==> src/rtl/mem_arbiter.sv <==
// ---------------------------------------------------------------------------
// mem_arbiter
//
// Shares one line-wide backing memory (datamem) between the instruction
// cache (port I) and the data cache (port D). Exactly one transaction is in
// flight at a time. The sequence is IDLE -> ISSUE -> RESP -> IDLE. The
// grant is registered, and every output comes straight from a flop.
//
// Arbitration:
//   default                  round-robin. A lone requester wins. When both
//                            request, the port that was not granted last
//                            wins. After reset, I wins the first tie.
//   MEM_ARB_DPRIO_EN defined fixed priority. D wins every tie. I can starve
//                            while D keeps requesting back-to-back.
//
// Parameters:
//   ADDR_WIDTH  byte address width
//   LINE_WIDTH  cache-line width
//   TIMEOUT     maximum ISSUE cycles spent waiting for mem_ready.
//               0 disables the watchdog.
//
// Ports:
//   clk, rst                 clock, synchronous active-high reset
//   i_req/d_req              request, held until own *_ready
//   i_we/d_we                1 = line write, 0 = line read
//   i_addr/d_addr            line address
//   i_wdata/d_wdata          write line
//   i_rdata/d_rdata          read line, valid with *_ready, held until
//                            the next grant to the same port
//   i_ready/d_ready          one-cycle completion pulse
//   i_err/d_err              one-cycle pulse with *_ready on a timeout
//   mem_req, WriteEnable     request and write strobe to datamem
//   memory_address           address to datamem
//   mem_writedata            write line to datamem
//   mem_readdata, mem_ready  read line and completion from datamem
// ---------------------------------------------------------------------------
module mem_arbiter #(
    parameter int ADDR_WIDTH = 32,
    parameter int LINE_WIDTH = 128,
    parameter int TIMEOUT    = 255
) (
    input  logic                  clk,
    input  logic                  rst,
    input  logic                  i_req,
    input  logic                  i_we,
    input  logic [ADDR_WIDTH-1:0] i_addr,
    input  logic [LINE_WIDTH-1:0] i_wdata,
    output logic [LINE_WIDTH-1:0] i_rdata,
    output logic                  i_ready,
    output logic                  i_err,
    input  logic                  d_req,
    input  logic                  d_we,
    input  logic [ADDR_WIDTH-1:0] d_addr,
    input  logic [LINE_WIDTH-1:0] d_wdata,
    output logic [LINE_WIDTH-1:0] d_rdata,
    output logic                  d_ready,
    output logic                  d_err,
    output logic                  mem_req,
    output logic                  WriteEnable,
    output logic [ADDR_WIDTH-1:0] memory_address,
    output logic [LINE_WIDTH-1:0] mem_writedata,
    input  logic [LINE_WIDTH-1:0] mem_readdata,
    input  logic                  mem_ready
);

    // The watchdog is wide enough to hold TIMEOUT, clamped to 8..32 bits.
    localparam int WDOG_RAW  = $clog2(TIMEOUT + 1);
    localparam int WDOG_BITS = (WDOG_RAW < 8) ? 8 : ((WDOG_RAW > 32) ? 32 : WDOG_RAW);
    localparam logic [WDOG_BITS-1:0] TIMEOUT_CNT = WDOG_BITS'(TIMEOUT);
    localparam bit WDOG_EN = (TIMEOUT != 0);

    typedef enum logic [1:0] {
        IDLE  = 2'd0,
        ISSUE = 2'd1,
        RESP  = 2'd2
    } arbState;

    arbState stateReg, stateNext;

    // Grant encoding: 0 = port I, 1 = port D.
    logic                  gntReg, gntNext;
    logic                  lastGrantReg, lastGrantNext;
    logic                  weReg, weNext;
    logic [ADDR_WIDTH-1:0] addrReg, addrNext;
    logic [LINE_WIDTH-1:0] wdataReg, wdataNext;
    logic [LINE_WIDTH-1:0] iRdataReg, iRdataNext;
    logic [LINE_WIDTH-1:0] dRdataReg, dRdataNext;
    logic [WDOG_BITS-1:0]  wdogReg, wdogNext;
    logic                  memReqReg, memReqNext;
    logic                  writeEnReg, writeEnNext;
    logic                  iReadyReg, iReadyNext;
    logic                  dReadyReg, dReadyNext;
    logic                  iErrReg, iErrNext;
    logic                  dErrReg, dErrNext;
    logic                  pickD;

    // Winner selection. It is only used when IDLE sees at least one request.
`ifdef MEM_ARB_DPRIO_EN
    assign pickD = d_req;
`else
    assign pickD = d_req && (!i_req || !lastGrantReg);
`endif

    always_ff @(posedge clk) begin
        if (rst) begin
            stateReg     <= IDLE;
            gntReg       <= 1'b0;
            lastGrantReg <= 1'b1;
            weReg        <= 1'b0;
            addrReg      <= '0;
            wdataReg     <= '0;
            iRdataReg    <= '0;
            dRdataReg    <= '0;
            wdogReg      <= '0;
            memReqReg    <= 1'b0;
            writeEnReg   <= 1'b0;
            iReadyReg    <= 1'b0;
            dReadyReg    <= 1'b0;
            iErrReg      <= 1'b0;
            dErrReg      <= 1'b0;
        end else begin
            stateReg     <= stateNext;
            gntReg       <= gntNext;
            lastGrantReg <= lastGrantNext;
            weReg        <= weNext;
            addrReg      <= addrNext;
            wdataReg     <= wdataNext;
            iRdataReg    <= iRdataNext;
            dRdataReg    <= dRdataNext;
            wdogReg      <= wdogNext;
            memReqReg    <= memReqNext;
            writeEnReg   <= writeEnNext;
            iReadyReg    <= iReadyNext;
            dReadyReg    <= dReadyNext;
            iErrReg      <= iErrNext;
            dErrReg      <= dErrNext;
        end
    end

    // Each output flop is loaded with the value that matches the state being
    // entered. The outputs are therefore aligned with stateReg, yet no input
    // reaches an output through combinational logic.
    always_comb begin
        stateNext     = stateReg;
        gntNext       = gntReg;
        lastGrantNext = lastGrantReg;
        weNext        = weReg;
        addrNext      = addrReg;
        wdataNext     = wdataReg;
        iRdataNext    = iRdataReg;
        dRdataNext    = dRdataReg;
        wdogNext      = wdogReg;
        memReqNext    = 1'b0;
        writeEnNext   = 1'b0;
        iReadyNext    = 1'b0;
        dReadyNext    = 1'b0;
        iErrNext      = 1'b0;
        dErrNext      = 1'b0;

        case (stateReg)
            IDLE: begin
                if (i_req || d_req) begin
                    gntNext     = pickD;
                    weNext      = pickD ? d_we    : i_we;
                    addrNext    = pickD ? d_addr  : i_addr;
                    wdataNext   = pickD ? d_wdata : i_wdata;
                    wdogNext    = '0;
                    memReqNext  = 1'b1;
                    writeEnNext = pickD ? d_we : i_we;
                    stateNext   = ISSUE;
                end
            end

            ISSUE: begin
                memReqNext  = 1'b1;
                writeEnNext = weReg;
                if (wdogReg != '1) begin
                    wdogNext = wdogReg + 1'b1;
                end
                if (mem_ready) begin
                    // A write also captures the read bus. The requester
                    // ignores rdata on writes.
                    if (gntReg) begin
                        dRdataNext = mem_readdata;
                    end else begin
                        iRdataNext = mem_readdata;
                    end
                    memReqNext  = 1'b0;
                    writeEnNext = 1'b0;
                    iReadyNext  = !gntReg;
                    dReadyNext  = gntReg;
                    stateNext   = RESP;
                end else if (WDOG_EN && (wdogReg == TIMEOUT_CNT)) begin
                    if (gntReg) begin
                        dRdataNext = '0;
                    end else begin
                        iRdataNext = '0;
                    end
                    memReqNext  = 1'b0;
                    writeEnNext = 1'b0;
                    iReadyNext  = !gntReg;
                    dReadyNext  = gntReg;
                    iErrNext    = !gntReg;
                    dErrNext    = gntReg;
                    stateNext   = RESP;
                end
            end

            RESP: begin
                // The return to IDLE gives a one-cycle bubble. The served
                // requester uses it to drop req before arbitration runs again.
                lastGrantNext = gntReg;
                stateNext     = IDLE;
            end

            default: begin
                stateNext = IDLE;
            end
        endcase
    end

    assign mem_req        = memReqReg;
    assign WriteEnable    = writeEnReg;
    assign memory_address = addrReg;
    assign mem_writedata  = wdataReg;
    assign i_rdata        = iRdataReg;
    assign d_rdata        = dRdataReg;
    assign i_ready        = iReadyReg;
    assign d_ready        = dReadyReg;
    assign i_err          = iErrReg;
    assign d_err          = dErrReg;

endmodule
==> config.mk <==
export PLATFORM = sky130hd
export DESIGN_NAME = mem_arbiter
export DESIGN_NICKNAME = d
export VERILOG_FILES = /design/src/rtl/mem_arbiter.sv
export SDC_FILE = /design/constraint.sdc
export NUM_CORES = 1
export LEC_CHECK = 0
export CAP_MARGIN = 10
export CORE_AREA = 2 2 337 339
export DETAILED_ROUTE_END_ITERATION = 12
export DIE_AREA = 0 0 339 341
export HOLD_SLACK_MARGIN = 0.06
export PLACE_DENSITY_LB_ADDON = 0.2
export SLEW_MARGIN = 20
export SYNTH_ARGS = -nofsm -noshare
export SYNTH_HDL_FRONTEND = slang
export SYNTH_SLANG_ARGS = --single-unit
==> constraint.sdc <==
create_clock -name clk -period 2.2 [get_ports clk]
set_input_delay 0.22 -clock clk [delete_from_list [all_inputs] [get_ports clk]]
set_output_delay 0.22 -clock clk [all_outputs]
set_load 0.005 [all_outputs]
# Yosys cells after proc, flatten, opt, wreduce, memory -nomap -nowiden
# Index checks and enable logic that the tools add are counted.
totals:
  register_bits: 435
  in_bits: 455
  out_inout_bits: 422
  word_cells: 71
classes:
  n_addsub: 1
  eq_ne: 7
  n_mux: 30
  bitwise: 2
  reduce_logical: 16
ops:
  columns: ["cell", "n"]
  rows:
  - ["2-to-1 mux 128 bit", 9]
  - ["2-to-1 mux 32 bit", 1]
  - ["2-to-1 mux 8 bit", 2]
  - ["case mux 8 bit (2 select lines)", 1]
  - ["2-to-1 mux 1 bit", 11]
  - ["AND reduction 3 bit", 3]
  - ["adder 8 x 1 -> 8 bit, second input constant", 1]
  - ["== test 8 bit, second input constant", 1]
  - ["!= test 8 bit, second input constant", 1]
  - ["2-to-1 mux 2 bit", 3]
  - ["!= test 2 bit, second input constant", 2]
  - ["case mux 1 bit (2 select lines)", 2]
  - ["case mux 2 bit (2 select lines)", 1]
  - ["AND reduction 2 bit", 2]
  - ["nonzero test 2 bit", 2]
  - ["logical NOT 1 bit", 3]
  - ["!= test 3 bit, second input constant", 1]
  - ["OR reduction 3 bit", 1]
  - ["== test 2 x 1 -> 1 bit, second input constant", 1]
  - ["== test 2 bit, second input constant", 1]
  - ["logical NOT 2 bit", 1]
  - ["logical OR 1 bit", 2]
  - ["NOT 1 bit", 2]
  - ["OR reduction 2 bit", 1]
  - ["logical AND 1 bit", 1]

# Logic depth before layout (Yosys ltp)
# Gate-level depths: netlist of the first run.
logic_depth:
  ltp_word: 6
  mapped_depth: 8
  ltp_nobuf: 5

# Least setup slack after synthesis of the first run
# No wires, ideal clock.
synth_path:
  path_kind: "reg-to-reg"
  from: "reg wdogReg[0]"
  to: "reg dReadyReg, in the netlist d_ready"
  arrival_time_ns: 1.686
  path_slack_ns: 0.399
  stages_incl_launch_ff: 9
  cell_sequence: "dfxtp_1 -> ha_1 -> and3_1 -> buf_6 -> a41oi_4 -> buf_12 -> buf_8 -> nor2_1 -> and2_1"
synth_via:
  elab_chain_cells: 3
synth_lines:
  columns: ["element", "line", "source"]
  rows:
  - ["from (decl)", "88", "logic [WDOG_BITS-1:0] wdogReg, wdogNext;"]
  - ["from (signal assigned)", "130", "wdogReg <= wdogNext;"]
  - ["== test 8 bit", "193", "end else if (WDOG_EN && (wdogReg == TIMEOUT_CNT)) begin"]
  - ["2-to-1 mux 1 bit", "193", null]
  - ["2-to-1 mux 1 bit", "180", "if (mem_ready) begin"]
  - ["to (signal assigned)", "134", "dReadyReg <= dReadyNext;"]
  - ["to (decl)", "92", "logic dReadyReg, dReadyNext;"]
# Every way passes these cells.
# A chain may end at the register's enable or synchronous reset.

# Worst setup path in the final report of the first run
layout_path:
  from: "reg wdogReg[0]"
  to: "reg iRdataReg[106], in the netlist i_rdata[106]"
layout_via:
  elab_chain_cells: 3
layout_lines:
  columns: ["element", "line", "source"]
  rows:
  - ["== test 8 bit", "193", null]
  - ["nonzero test 2 bit (no line)", null, null]
  - ["AND reduction 3 bit (no line)", null, null]
  - ["to (signal assigned)", "128", "iRdataReg <= iRdataNext;"]
  - ["to (decl)", "86", "logic [LINE_WIDTH-1:0] iRdataReg, iRdataNext;"]
# Every way passes these cells.

==> results of run 1 <==
==> power breakdown <==
| group | switching, W | leakage (nW) | internal (W) | total (W) |
|---|---|---|---|---|
| Sequential | 0.000310 | 3.56 | 0.00837 | 0.00868 |
| Clock | 0.00377 | 0.967 | 0.00620 | 0.00997 |
| Combinational | 0.00195 | 5.76 | 0.00223 | 0.00417 |
==> worst min-delay path by stage <==
stage / startpoint / end / slack [ns] / depth (start not counted)
after floorplan: mem_readdata[124] / d_rdata[124] / 0.37 / 2
after global routing: mem_readdata[40] / i_rdata[40] / 0.18 / 3
after global placement: weReg / weReg / 0.45 / 2
final: mem_readdata[37] / i_rdata[37] / 0.20 / 3
after CTS: mem_readdata[45] / i_rdata[45] / 0.13 / 3
after detailed placement: weReg / weReg / 0.46 / 2
==> metal layers <==
layer / GRT usage (%) / vias to the layer above / wire length [um]
met3: 5.20 / 117 / 6890
met2: 25.7 / 506 / 45200
met1: 18.3 / 8474 / 38500
met4: 5.76 / 0 / 2530
li1: - / 8842 / -
met5: 0 / - / 0
==> stage by stage <==
stage / utilization, % / instance area, um^2 / total power, W / instances / hold WS (ns)
2_1_floorplan: - / 17600 / 0.0103 / 1978 / 0.368
3_3_place_gp: 25.2 / 28200 / 0.0131 / 4235 / 0.451
3_5_place_dp: 25.2 / 28200 / 0.0131 / 4235 / 0.459
4_1_cts: 27.0 / 30200 / 0.0232 / 4337 / 0.134
5_1_grt: 27.0 / 30300 / 0.0238 / 4356 / 0.178
6_report: 27.0 / 30300 / 0.0228 / 4356 / 0.201
==> area by class of cell <==
cell class / instances / area [um^2] / area share [%]
Sequential cell: 435 / 8710 / 28.8
Clock buffer: 85 / 1660 / 5.48
Multi-Input combinational cell: 1323 / 7740 / 25.6
Antenna cell: 19 / 47.5 / 0.157
Tap cell: 1500 / 1880 / 6.20
Clock inverter: 15 / 308 / 1.02
Timing Repair Buffer: 979 / 9920 / 32.8
==> critical path: cells and delay by family (launching register included) <==
kind | cells | cell delay (ns)
AOI/OAI and AO/OA | 3 | 0.58
buffers and inverters | 2 | 0.49
DFF | 1 | 0.35
adders and majority gates | 1 | 0.24
and+or+nand+nor | 1 | 0.23
==> synthesized netlist by cell type (4+ instances only) <==
master and count:
nand2b_1 4, buf_8 20, clkbuf_1 136, a211oi_1 161, buf_2 36, a21oi_1 265, dfxtp_1 435, nand3_1 261
buf_4 10, clkbuf_2 6, nand2_1 8, o21ai_1 146, mux2i_1 160, o21ai_0 115, nor3_1 5, nor2_1 173
buf_1 6
==> kinds of logic (layout without fill, tap and decap cells) <==
| family | after synthesis | count (layout) | synth area share [%] |
|---|---|---|---|
| other | 0 | 19 | 0 |
| multiplexers | 161 | 161 | 9.16 |
| AND/OR/NAND/NOR | 462 | 462 | 12.0 |
| flip-flops | 435 | 435 | 49.5 |
| AO/OA/AOI/OAI | 699 | 699 | 22.5 |
| buffers and inverters | 220 | 1079 | 6.81 |
| adder cells (fa/ha/maj) | 1 | 1 | 0.0711 |
==> registers in the layout, indices dropped and copies added, names as in the netlist, 2 cells and up <==
signal / cells
memory_address: 32
wdogReg: 8
d_rdata: 128
stateReg: 2
i_rdata: 128
mem_writedata: 128
==> metrics.md, run 1 <==
| Metric | Value |
|---|---|
| Largest fanout on the critical path | `24` |
| Power per cell area | `754 nW/um^2` |
| Synth area leader | `dfxtp_1` |
| CTS H-tree lvls | `2` |
| FF-to-FF Start | `wdogReg[0]` |
| Hold Path Class | `in -> reg` |
| Req. time, crit path | `2.74 ns` |
| Most area-consuming cells after synthesis | `dfxtp_1 (49%), mux2i_1 (9.1%), a21oi_1 (7.5%), nand3_1 (7.4%), a211oi_1 (6.9%)` |
| DRT Wirelength | `93.2 mm` |
| CP endpoint | `i_rdata[106]` |
| Layout cells sized above 1 | `7.05%` |
| Routability Congestion | `0.834` |
| Clock buffer depth | `3` |
| Yosys reg bits | `435` |
| Pin slew with the least headroom to its limit | `between 0.5 and 0.6 ns` |
| Mapped Nets | `2434` |
| Largest net degree at the start of global routing | `110` |
| Remaining global-route overflow | `0` |
| Cts hold-fix bufs | `2` |
| Prevailing post-synth register cell | `dfxtp_1` |
| Setup crit start kind | `flop` |
| Clk_lat worst skew | `0.62 ns` |
| Core Region | `112000 um^2` |
| # port buffers | `876` |
| Sum Neg Setup Slack | `0 ns` |
| Final HPWL DP | `about 70 mm` |
| Final #Nets | `3250` |
| Reg2reg end | `i_rdata[106]` |
| Reg2Reg Setup Slack | `0.21 ns` |
| Place WS | `roughly 0.14 ns` |
| Io pins | `877` |
| CTS root buf | `clkbuf_16` |
| Critical path type | `reg -> reg` |
| Slew margin rel. | `63.3%` |
| Most common cell after layout, fill and taps aside | `clkdlybuf4s50_1` |
| Synth cell types | `between 40 and 50` |
| Fmax | `0.502 GHz` |
| Critical-path top delay cell | `dfxtp_1` |
| DRT Pass-1 Iters | `5` |
| Clock skew after layout | `0.0182 ns` |
| Crit path time final | `1.99 ns` |
| Clock buffers created by TritonCTS | `55` |
| Max Cap Violations | `0` |
| GRT Util Overall | `15.4%` |
| Cell area after synthesis | `17600 um^2` |
| Number of enable flip-flop cells after synthesis | `0` |
| Clk slew on worst S/H paths | `~0.06 ns` |
| CP arrival | `roughly 2.5 ns` |
| Initial Util | `15.7%` |
| Routed via count | `17900` |
| Die Height | `341 um` |
| Sequential fraction of the synthesis area | `between 40 and 50%` |
| Drt drc | `0` |
| Worst-path cell chain | `ha_1, and3_1, a41oi_4, buf_12, buf_4, o21ai_0, a21oi_1` |
| Worst setup path start | `wdogReg[0]` |
| Antenna Nets Post-Route | `0` |
| Slowest stage delay, CP | `0.35 ns` |
| TritonCTS clock tree | `yes` |
| Synthesis-to-layout area growth | `71.9%` |
| Clock sinks | `435` |
| Ys Warns | `0` |
| Most frequent cells in the layout | `clkdlybuf4s50_1 (874), dfxtp_1 (435), a21oi_1 (265), nand3_1 (261), nor2_1 (172)` |
| Drt wl/cell | `around 21 um` |
| Post-cts resize count | `0` |
| Status | `completed` |
| RSZ-0062 raised after global routing | `no` |
| Final worst slack | `0.208 ns` |
| Die Width | `339 um` |
| Max-slew violations | `0` |
| Period utilisation layout | `90.5%` |
| Hold Violations, Final | `0` |
| Fill cells | `12100` |
| Post CTS Setup Buffer Count | `0` |
| First-pass GRT wire length | `133 mm` |
| Initial antenna violation count | `20` |
| Max VDD drop | `~500 uV` |
| Vias in the first global route | `around 18000` |
| Post-synth top area share | `49.5%` |
| R2R depth | `7` |
| Ys async rst share | `0%` |
| Iteration-0 DRC Markers | `790` |
| Lkg Pwr | `10.3 nW` |
| Vias/cell | `4.12` |
| Synthesized netlist cell count | `1978` |
| Row Count | `123` |
| # setup viols final | `0` |
| Mean Syn Cell Area | `8.90 um^2` |
| CP endpoint kind | `flop` |
| DIE AREA | `116000 um^2` |
(Power assumes the default switching activity.)
==> run 2: changes to the inputs <==
- CELL_PAD_IN_SITES_DETAIL_PLACEMENT: default -> 1
- CELL_PAD_IN_SITES_GLOBAL_PLACEMENT: default -> 1
==> run 2 against run 1 <==
Effect of this change: sequential power about the same; first-iteration DRC count up 3.0%; global-route usage up 1.3 points; routed wire length up 8.3%; setup slack worse by 0.049 ns; cell area down 0.28%; non-clock buffer count down 5; largest cell class unchanged; power down 1.8%; sequential cell count unchanged; via count up 3.5%; highest routed layer is now met5; die area unchanged; final cell count down 0.14%.
==> metrics.md, run 2 (same netlist as run 1, synthesis figures left out) <==
| Metric | Value |
|---|---|
| Status | `completed` |
| RSZ-0062 raised after global routing | `no` |
| # port buffers | `876 (unchanged)` |
| Antenna Nets Post-Route | `0 (unchanged)` |
| Clk slew on worst S/H paths | `0.06 ns (about the same)` |
| Clk_lat worst skew | `0.65 ns (+0.03 ns)` |
| Most common cell after layout, fill and taps aside | `clkdlybuf4s50_1` |
| Period utilisation layout | `92.7% (+2.2 points)` |
| Critical path type | `reg -> reg` |
| Max VDD drop | `589 uV (+18%)` |
| Synthesis-to-layout area growth | `71.4%` |
| Clock sinks | `435 (unchanged)` |
| Largest net degree at the start of global routing | `132 (+20%)` |
| Worst-path cell chain | `ha_1, and3_1, a41oi_4, buf_12, buf_12, o21ai_0, a21oi_1` |
| Buf/Inv on CP | `2 (unchanged)` |
| Place WS | `0.103 ns (-0.0331 ns)` |
| Most used cell, CP | `buf_12` |
| Max-slew violations | `0 (unchanged)` |
| Row Count | `123 (unchanged)` |
| Largest fanout on the critical path | `54 (+130%)` |
| Io pins | `877 (unchanged)` |
| CTS root buf | `clkbuf_16` |
| CP arrival | `2.61 ns (+0.08 ns)` |
| Layout cells sized above 1 | `6.94% (-0.11 points)` |
| Max Cap Violations | `0 (unchanged)` |
| R2R depth | `7 (unchanged)` |
| Routability Congestion | `0.864 (+3.6%)` |
| Slowest stage delay, CP | `0.36 ns (about the same)` |
| Core Region | `112000 um^2 (unchanged)` |
| Initial antenna violation count | `13 (-35%)` |
| Lkg Pwr | `10.2 nW (-0.42%)` |
| Largest delay contributor family on the critical path | `compound AO/OA/AOI/OAI gates` |
| Post-cts resize count | `0 (unchanged)` |
| Die Height | `341 um (unchanged)` |
| DRT Pass-1 Iters | `5 (unchanged)` |
| Worst path depth | `7 (unchanged)` |
| First-pass GRT wire length | `144 mm (+8.5%)` |
| Most frequent cells in the layout | `clkdlybuf4s50_1 (874), dfxtp_1 (435), a21oi_1 (265), nand3_1 (261), nor2_1 (172)` |
| Worst Hold Depth | `4 (+1)` |
| DIE AREA | `116000 um^2 (unchanged)` |
| Power per cell area | `742 nW/um^2 (-1.6%)` |
| Drt drc | `0 (unchanged)` |
| Final core occ | `27.0% (-0.075 points)` |
| Req. time, crit path | `2.77 ns (+0.03 ns)` |
| Crit path time final | `2.04 ns (+0.0485 ns)` |
| Hold Path Class | `in -> reg` |
| CTS H-tree lvls | `2 (unchanged)` |
| Fmax | `0.490 GHz (-2.4%)` |
| Critical-path top delay cell | `dfxtp_1` |
| # setup viols final | `0 (unchanged)` |
| Final #Nets | `3248 (-0.062%)` |
| Routed via count | `18600 (+3.5%)` |
| Final worst slack | `0.160 ns (-0.0485 ns)` |
| Pin slew with the least headroom to its limit | `0.666 ns (+0.115 ns)` |
| Initial Util | `15.7% (unchanged)` |
| TritonCTS clock tree | `yes` |
| Vias in the first global route | `19600 (+8.0%)` |
| Clock buffers created by TritonCTS | `58 (+5.5%)` |
| Clock buffer depth | `3 (unchanged)` |
| Hold Violations, Final | `0 (unchanged)` |
| Iteration-0 DRC Markers | `814 (+3.0%)` |
| CP endpoint kind | `flop` |
| Vias/cell | `4.27 (+3.6%)` |
| DRT Wirelength | `101 mm (+8.3%)` |
| Slew margin rel. | `55.6% (-7.7 points)` |
| Setup crit start kind | `flop` |
| Post CTS Setup Buffer Count | `0 (unchanged)` |
| Die Width | `339 um (unchanged)` |
| Remaining global-route overflow | `0 (unchanged)` |
| Final HPWL DP | `76.8 mm (+9.2%)` |
| GRT Util Overall | `16.7% (+1.3 points)` |
| Fill cells | `12900 (+6.4%)` |
| Clock skew after layout | `0.0204 ns (+0.00213 ns)` |
| Sum Neg Setup Slack | `0 ns (unchanged)` |
| Drt wl/cell | `23.2 um (+8.5%)` |
| Cts hold-fix bufs | `1 (-1)` |
run 2: cell types whose count changed in the layout (fill, tap and decap cells not counted), moves of 2 or more:
cell,change
buf_12,+5
buf_4,-9
bufinv_16,-7
clkbuf_1,+5
clkbuf_16,+4
clkbuf_8,-5
clkinv_2,+5
clkinvlp_4,+2
diode_2,-7
run 2: where the power goes:
part / total (W) / leakage (nW) / internal, W / switching, W
sequential: 0.00869 / 3.56 / 0.00837 / 0.000313
combinational: 0.00424 / 5.76 / 0.00224 / 0.00199
clock: 0.00948 / 0.924 / 0.00559 / 0.00389
total: 0.0224 / 10.2 / 0.0162 / 0.00620
run 2: area by class of cell:
cell class	count	area (um^2)	area share, %
repair buffers	974	9940	32.9
clock buffers	90	1720	5.71
well taps	1500	1880	6.22
diodes	12	30.0	0.0995
flip-flops and latches	435	8710	28.9
clock inverters	16	158	0.522
multi-input cells	1323	7740	25.7
run 2: path summary, 6_finish.rpt:
kind                                 start          end  slack (ns)
worst max-delay path            wdogReg[0]  d_rdata[44]        0.16
worst min-delay path             mem_ready  stateReg[1]        0.14
worst max register to register  wdogReg[0]  d_rdata[44]        0.16
worst min register to register       weReg        weReg        0.47
run 2: worst reg2reg max path: stages, from the launching register on:
cell	delay [ns]
dfxtp_1	0.36
ha_1	0.25
and3_1	0.22
a41oi_4	0.28
buf_12	0.23
buf_12	0.32
o21ai_0	0.14
a21oi_1	0.18
run 2: metrics by stage:
step	instance area (um^2)	hold slack [ns]	power [W]	std cells
6_report	30200	0.139	0.0224	4350
5_1_grt	30200	0.140	0.0235	4348
4_1_cts	30100	0.108	0.0229	4338
3_5_place_dp	28300	0.460	0.0131	4231
3_3_place_gp	28300	0.452	0.0131	4231
2_1_floorplan	17600	0.368	0.0103	1978
run 2: layer usage:
metal  wire length (um)  vias to the layer above  global-route usage [%]
met5                 13                        -                       0
met2              51100                      464                    29.5
met4               2350                        2                    4.85
li1                   -                     8812                       -
met3               5860                      110                    4.37
met1              41500                     9175                    19.7
==> run 3: changes to the inputs <==
- ABC_AREA: default -> 0
==> results of run 3 <==
Final layout, timing and power as in run 2 (identical DEF).
